## src/rtl/fetch_unit.sv

```systemverilog
// Instruction fetch sequencer: walks the PC, reads the synchronous instruction memory,
// presents each instruction to the decoder and resolves jumps through a writable target LUT.
module fetch_unit #(
    parameter int PC_W      = 10,
    parameter int INSTR_W   = 9,
    parameter int LUT_DEPTH = 16
) (
    input  logic               clk,
    input  logic               reset_n,
    input  logic               start,
    input  logic               stall,
    input  logic               flag_ge,
    input  logic               flag_gt,
    output logic [PC_W-1:0]    imem_addr,
    input  logic [INSTR_W-1:0] imem_data,
    output logic [INSTR_W-1:0] instr,
    output logic               instr_valid,
    output logic [PC_W-1:0]    pc,
    output logic               busy,
    output logic               done,
    input  logic               lut_wr_en,
    input  logic [3:0]         lut_addr,
    input  logic [PC_W-1:0]    lut_data
);

    typedef enum logic [1:0] {S_IDLE, S_FETCH, S_EXEC, S_DONE} state_t;

    localparam logic [PC_W-1:0] PC_ONE = {{(PC_W-1){1'b0}}, 1'b1};

    state_t              r_state;
    logic [PC_W-1:0]     r_pc;
    logic [PC_W-1:0]     r_imem_addr;
    logic [INSTR_W-1:0]  r_instr;
    logic                r_valid;
    logic                r_busy;
    logic                r_done;
    logic [PC_W-1:0]     r_lut [LUT_DEPTH];

    logic [4:0]          w_op;
    logic                w_halt;
    logic                w_take;
    logic [PC_W-1:0]     w_tgt;
    logic [PC_W-1:0]     w_pc_inc;
    logic [PC_W-1:0]     w_next_pc;

    assign w_op     = r_instr[8:4];
    assign w_halt   = (r_instr[8:3] == 6'b111111);
    assign w_tgt    = r_lut[r_instr[3:0]];
    assign w_pc_inc = r_pc + PC_ONE;

    always_comb begin
        w_take = 1'b0;
        case (w_op)
            5'b10010: w_take = 1'b1;
            5'b10000: w_take = flag_ge;
            5'b10001: w_take = flag_gt;
            default:  w_take = 1'b0;
        endcase
        w_next_pc = w_take ? w_tgt : w_pc_inc;
    end

    // A jump reading an entry in its write cycle sees the pre-write value.
    always_ff @(posedge clk or negedge reset_n) begin
        if (!reset_n) begin
            for (int i = 0; i < LUT_DEPTH; i++) r_lut[i] <= '0;
        end else if (lut_wr_en) begin
            r_lut[lut_addr] <= lut_data;
        end
    end

    always_ff @(posedge clk or negedge reset_n) begin
        if (!reset_n) begin
            r_state     <= S_IDLE;
            r_pc        <= '0;
            r_imem_addr <= '0;
            r_instr     <= '0;
            r_valid     <= 1'b0;
            r_busy      <= 1'b0;
            r_done      <= 1'b0;
        end else begin
            case (r_state)
                S_IDLE, S_DONE: begin
                    if (start) begin
                        r_state     <= S_FETCH;
                        r_pc        <= '0;
                        r_imem_addr <= '0;
                        r_busy      <= 1'b1;
                        r_done      <= 1'b0;
                    end
                end
                S_FETCH: begin
                    r_instr <= imem_data;
                    r_valid <= 1'b1;
                    r_state <= S_EXEC;
                end
                S_EXEC: begin
                    if (!stall) begin
                        r_valid <= 1'b0;
                        if (w_halt) begin
                            r_state <= S_DONE;
                            r_busy  <= 1'b0;
                            r_done  <= 1'b1;
                        end else begin
                            // address goes out with the state change so data is ready by FETCH's end
                            r_state     <= S_FETCH;
                            r_pc        <= w_next_pc;
                            r_imem_addr <= w_next_pc;
                        end
                    end
                end
                default: r_state <= S_IDLE;
            endcase
        end
    end

    assign imem_addr   = r_imem_addr;
    assign instr       = r_instr;
    assign instr_valid = r_valid;
    assign pc          = r_pc;
    assign busy        = r_busy;
    assign done        = r_done;

endmodule

```

## config.mk

```make
export PLATFORM = sky130hd
export DESIGN_NAME = fetch_unit
export DESIGN_NICKNAME = d
export VERILOG_FILES = /design/src/rtl/fetch_unit.sv
export SDC_FILE = /design/constraint.sdc
export NUM_CORES = 1
export LEC_CHECK = 0
export ABC_AREA = 0
export CAP_MARGIN = 20
export CELL_PAD_IN_SITES_DETAIL_PLACEMENT = 0
export CELL_PAD_IN_SITES_GLOBAL_PLACEMENT = 1
export CORE_ASPECT_RATIO = 1.75
export CORE_MARGIN = 2
export CORE_UTILIZATION = 45
export DETAILED_ROUTE_END_ITERATION = 7
export MAX_ROUTING_LAYER = met4
export PLACE_DENSITY = 0.78
export SYNTH_ARGS = -nofsm -noshare
export SYNTH_HDL_FRONTEND = slang
export SYNTH_SLANG_ARGS = --single-unit
```

## constraint.sdc

```tcl
create_clock -name clk -period 2.2 [get_ports clk]
set_clock_uncertainty 0.1 [all_clocks]
set_input_delay 0.33 -clock clk [delete_from_list [all_inputs] [get_ports clk]]
set_output_delay 0.33 -clock clk [all_outputs]
set_load 0.05 [all_outputs]
```

==> qor.csv <==
stage;metric;value;unit
pwr;Leak;4.76;nW
yosys;count of distinct cell types in the synthesized netlist;41;
yosys;synthesized area;8620;sq um
sta;maximum clock rate;463;MHz
detailed_routing;via count;5383;
clocking;cell at the root of the clock tree;clkbuf_16;
detailed_routing;Vias per Instance;5.74;
global_routing;global-route wire length before repair;33100;microns
clocking;Inserted Clock Buffers;17;
setup_path;Critical-path top delay cell;clkdlybuf4s50_1;
sta;hold violation total from the final report;0;
yosys;xor and xnor fraction of the mapped netlist area;0.102;%
yosys;Net Count, Synth;622;
yosys;number of storage elements in the synthesis netlist;184;
die;top-level I/O count;62;
global_routing;Remaining Overflow, GRT;0;
pwr;power density over the cells;1160;nW/um^2
layout;number of nets in the layout;718;
flow_run;number of max-cap violations;0;
pwr;internal power contribution;0.00831;W
yosys;largest cells by area after synthesis;dfrtp_1 (53%), mux2_2 (22%), mux4_2 (9.9%);
yosys;cells after synthesis;588;
die;die height;187;microns
clocking;clock tree from TritonCTS;built;
pwr;switching share of power;32.9;%
placed_design;quantity of I/O buffers inserted on ports;61;
layout;ant diodes;0;
setup_path;worst setup path start;imem_addr[7];
detailed_routing;sum of routed wire length over all layers;20600;microns
yosys;sequential cell area fraction in the yosys report;53.4;%
placed_design;sum of net half-perimeters after detailed placement;15000;microns
sta;final critical path time including I/O delays and setup;2160;ps
sta;Max Transition Viols Final;0;
setup_path;data required time of the critical path;1770;ps
die;area enclosed by the die boundary;20300;sq um
detailed_routing;Initial DRT Pass Iterations;4;
sta;worst setup margin;39.8;ps
setup_path;kind of critical path;reg2out;
setup_path;critical path buffer and inverter count;1;
clocking;Clock Sink Count;184;
yosys;top cell type's share of synthesized area;53.4;%
die;Placeable Area;18900;sq um
global_routing;initial antenna violation count;0;
setup_path;CP Launch Type;flop;
die;std cell rows;67;
yosys;total of warnings raised by yosys;0;
global_routing;largest net degree at the start of global routing;62;
clocking;worst skew pair latency;430;ps
placed_design;Placer Congestion;0.856;
setup_path;Reg2Reg Launch Point;instr[0];
yosys;cell type with the highest aggregate area in the netlist;dfrtp_1;
yosys;compound-gate portion of the synthesized area;4.38;%
pwr;clock power share;24.1;%
sta;final worst path period share;98.2;%
pwr;switching power;0.00407;W
pwr;Tot Pwr;0.0124;W
sta;Max-Slew Margin vs Limit;57.7;%
clocking;maximum root-to-sink buffer count;2;
setup_path;CP peak stage delay;840;ps
setup_path;ordered list of cells on the worst path;clkdlybuf4s50_1;
setup_path;crit-path max FO;6;
sta;Fin Hold WS;343;ps
clocking;Clk pin slew, worst setup/hold paths;70;ps
setup_path;CP delay by family, top;buffers and inverters;
layout;share of layout cells above drive strength 1;47.1;%
hold_path;Hold/Removal Path Class;in2async;
layout;area added between synthesis and finish;23.3;%
sta;# setup viols final;0;
yosys;Adder-Cell Fraction of Synth Area;0.580;%
pwr;Max VDD drop;0.898;mV
placed_design;pre-CTS setup slack;-96.7;ps
yosys;fraction of the mapped netlist area in simple logic gates;5.64;%
die;Die Width;109;microns
detailed_routing;Initial DRC Count;302;
clocking;CTS HTree Levels;4;
detailed_routing;wire per inst;21.9;microns
global_routing;global routing usage summed across all routing layers;22.4;%
yosys;combinational family with the most area after synthesis;multiplexers;
pwr;combinational share of power;37.8;%
pwr;relative contribution of sequential cells to total power;38.1;%
yosys;synthesized area divided by synthesized cell count;14.7;sq um
layout;Core Util, Final;56.1;%
global_routing;via count of the first global-routing pass;6095;
setup_path;endpoint kind of the worst setup timing path;output pin;
yosys;multiplexer fraction of the synthesized cell area;32.6;%
detailed_routing;residual antenna-violating net count after detailed routing;0;
outcome;run status;finished, final reports clean;
detailed_routing;number of DRC violations after detailed routing;0;
die;initial core utilization;45.5;%
sta;slew at the pin with the worst max-slew slack;635;ps
sta;setup repair after global routing missed its margin;false;
setup_path;data arrival at the endpoint of the critical path;1730;ps
-- cells in the mapped netlist (all sizes together) --
| library cell | n |
|---|---|
| nand4b | 1 |
| o21ai | 5 |
| nor2b | 9 |
| a21oi | 7 |
| xor2 | 1 |
| or2b | 1 |
| nor3 | 4 |
| a211o | 5 |
| dfrtp | 184 |
| a31oi | 10 |
| inv | 4 |
| a22oi | 10 |
| o21bai | 1 |
| ha | 4 |
| a221o | 5 |
| a211oi | 1 |
| a21o | 4 |
| nand3b | 2 |
| nor3b | 2 |
| a2111o | 1 |
| o211ai | 1 |
| nand3 | 14 |
| buf | 29 |
| or3 | 3 |
| mux4 | 40 |
| nand4 | 3 |
| and3 | 1 |
| clkbuf | 16 |
| nand2 | 18 |
| mux2 | 169 |
| or3b | 2 |
| a2bb2o | 1 |
| nand2b | 7 |
| nor2 | 23 |
-- stage by stage --
| stage | instances | setup TNS, ps | area (sq um) |
|---|---|---|---|
| final | 937 | 0 | 10600 |
| after global routing | 937 | 0 | 10600 |
| after CTS | 936 | 0 | 10600 |
| after detailed placement | 904 | -412 | 9980 |
| after global placement | 904 | -417 | 9980 |
| after floorplan | 588 | 0 | 8620 |
-- registers in the layout (all words and copies together), names as in the netlist --
register	flops
busy	1
r_lut	160
imem_addr	10
done	1
r_state	2
instr	9
instr_valid	1
-- timing repair --
action                                  CTS  global route
buffers inserted                          0             1
gates resized for setup                   2            21
hold endpoints to repair                 55             0
endpoints found under the setup margin    2            25
gates cloned                              0             0
hold buffers                              1             0
-- per-layer routing --
| layer | GRT usage [%] | wire, microns | vias up |
|---|---|---|---|
| met5 | - | 0 | - |
| met4 | 7.15 | 435 | 0 |
| met3 | 3.90 | 774 | 26 |
| met2 | 40.8 | 11800 | 125 |
| met1 | 24.1 | 7540 | 2858 |
| li1 | - | - | 2374 |
-- kinds of logic after synthesis --
kind of cell    count (synthesis)
fa+ha+maj                       4
flops                         184
xor+xnor                        1
compound gates                 51
simple gates                   90
mux                           209
buf+inv                        49
-- power by group through the flow --
stage / Clock (W) / Sequential [W] / Combinational [W]
finish: 0.00298 / 0.00472 / 0.00468
CTS: 0.00304 / 0.00472 / 0.00466
global route: 0.00320 / 0.00482 / 0.00499
global placement: 0 / 0.00469 / 0.00456
detailed placement: 0 / 0.00478 / 0.00465
floorplan: 0 / 0.00492 / 0.00288
-- cells in the final DEF (no fill, tap or decap), types with 4 or more instances in the layout --
master	count
clkbuf_16	17
clkdlybuf4s50_1	41
a21oi_1	7
a211o_1	5
dfrtp_1	183
buf_4	41
a21o_2	4
nor2b_1	8
mux2_2	169
inv_6	6
nand3_1	14
nand2b_1	7
o21ai_0	5
a31oi_1	10
inv_1	4
nand2_1	18
dlymetal6s2s_1	13
nor3_1	4
nor2_1	14
a22oi_1	8
mux4_2	38
buf_12	22
nor2_2	9
-- area by class of cell --
class,count,area [sq um]
clock buffers,19,443
clock inverters,12,133
fillers,1535,8320
inverters,4,15.0
multi-input cells,355,3760
flip-flops and latches,184,4610
well taps,241,302
repair buffers,122,1370
-- worst paths after layout --
check / end / slack [ps] / depth (start not counted)
min in group clk: r_lut[70] / 400 / 1
setup / recovery: pc[7] / 40 / 1
max in group asynchronous: r_lut[35] / 940 / 3
hold / removal: instr[3] / 340 / 2
hold reg to reg: r_lut[70] / 400 / 1
setup reg to reg: imem_addr[6] / 70 / 5
(Power assumes the default switching activity.)
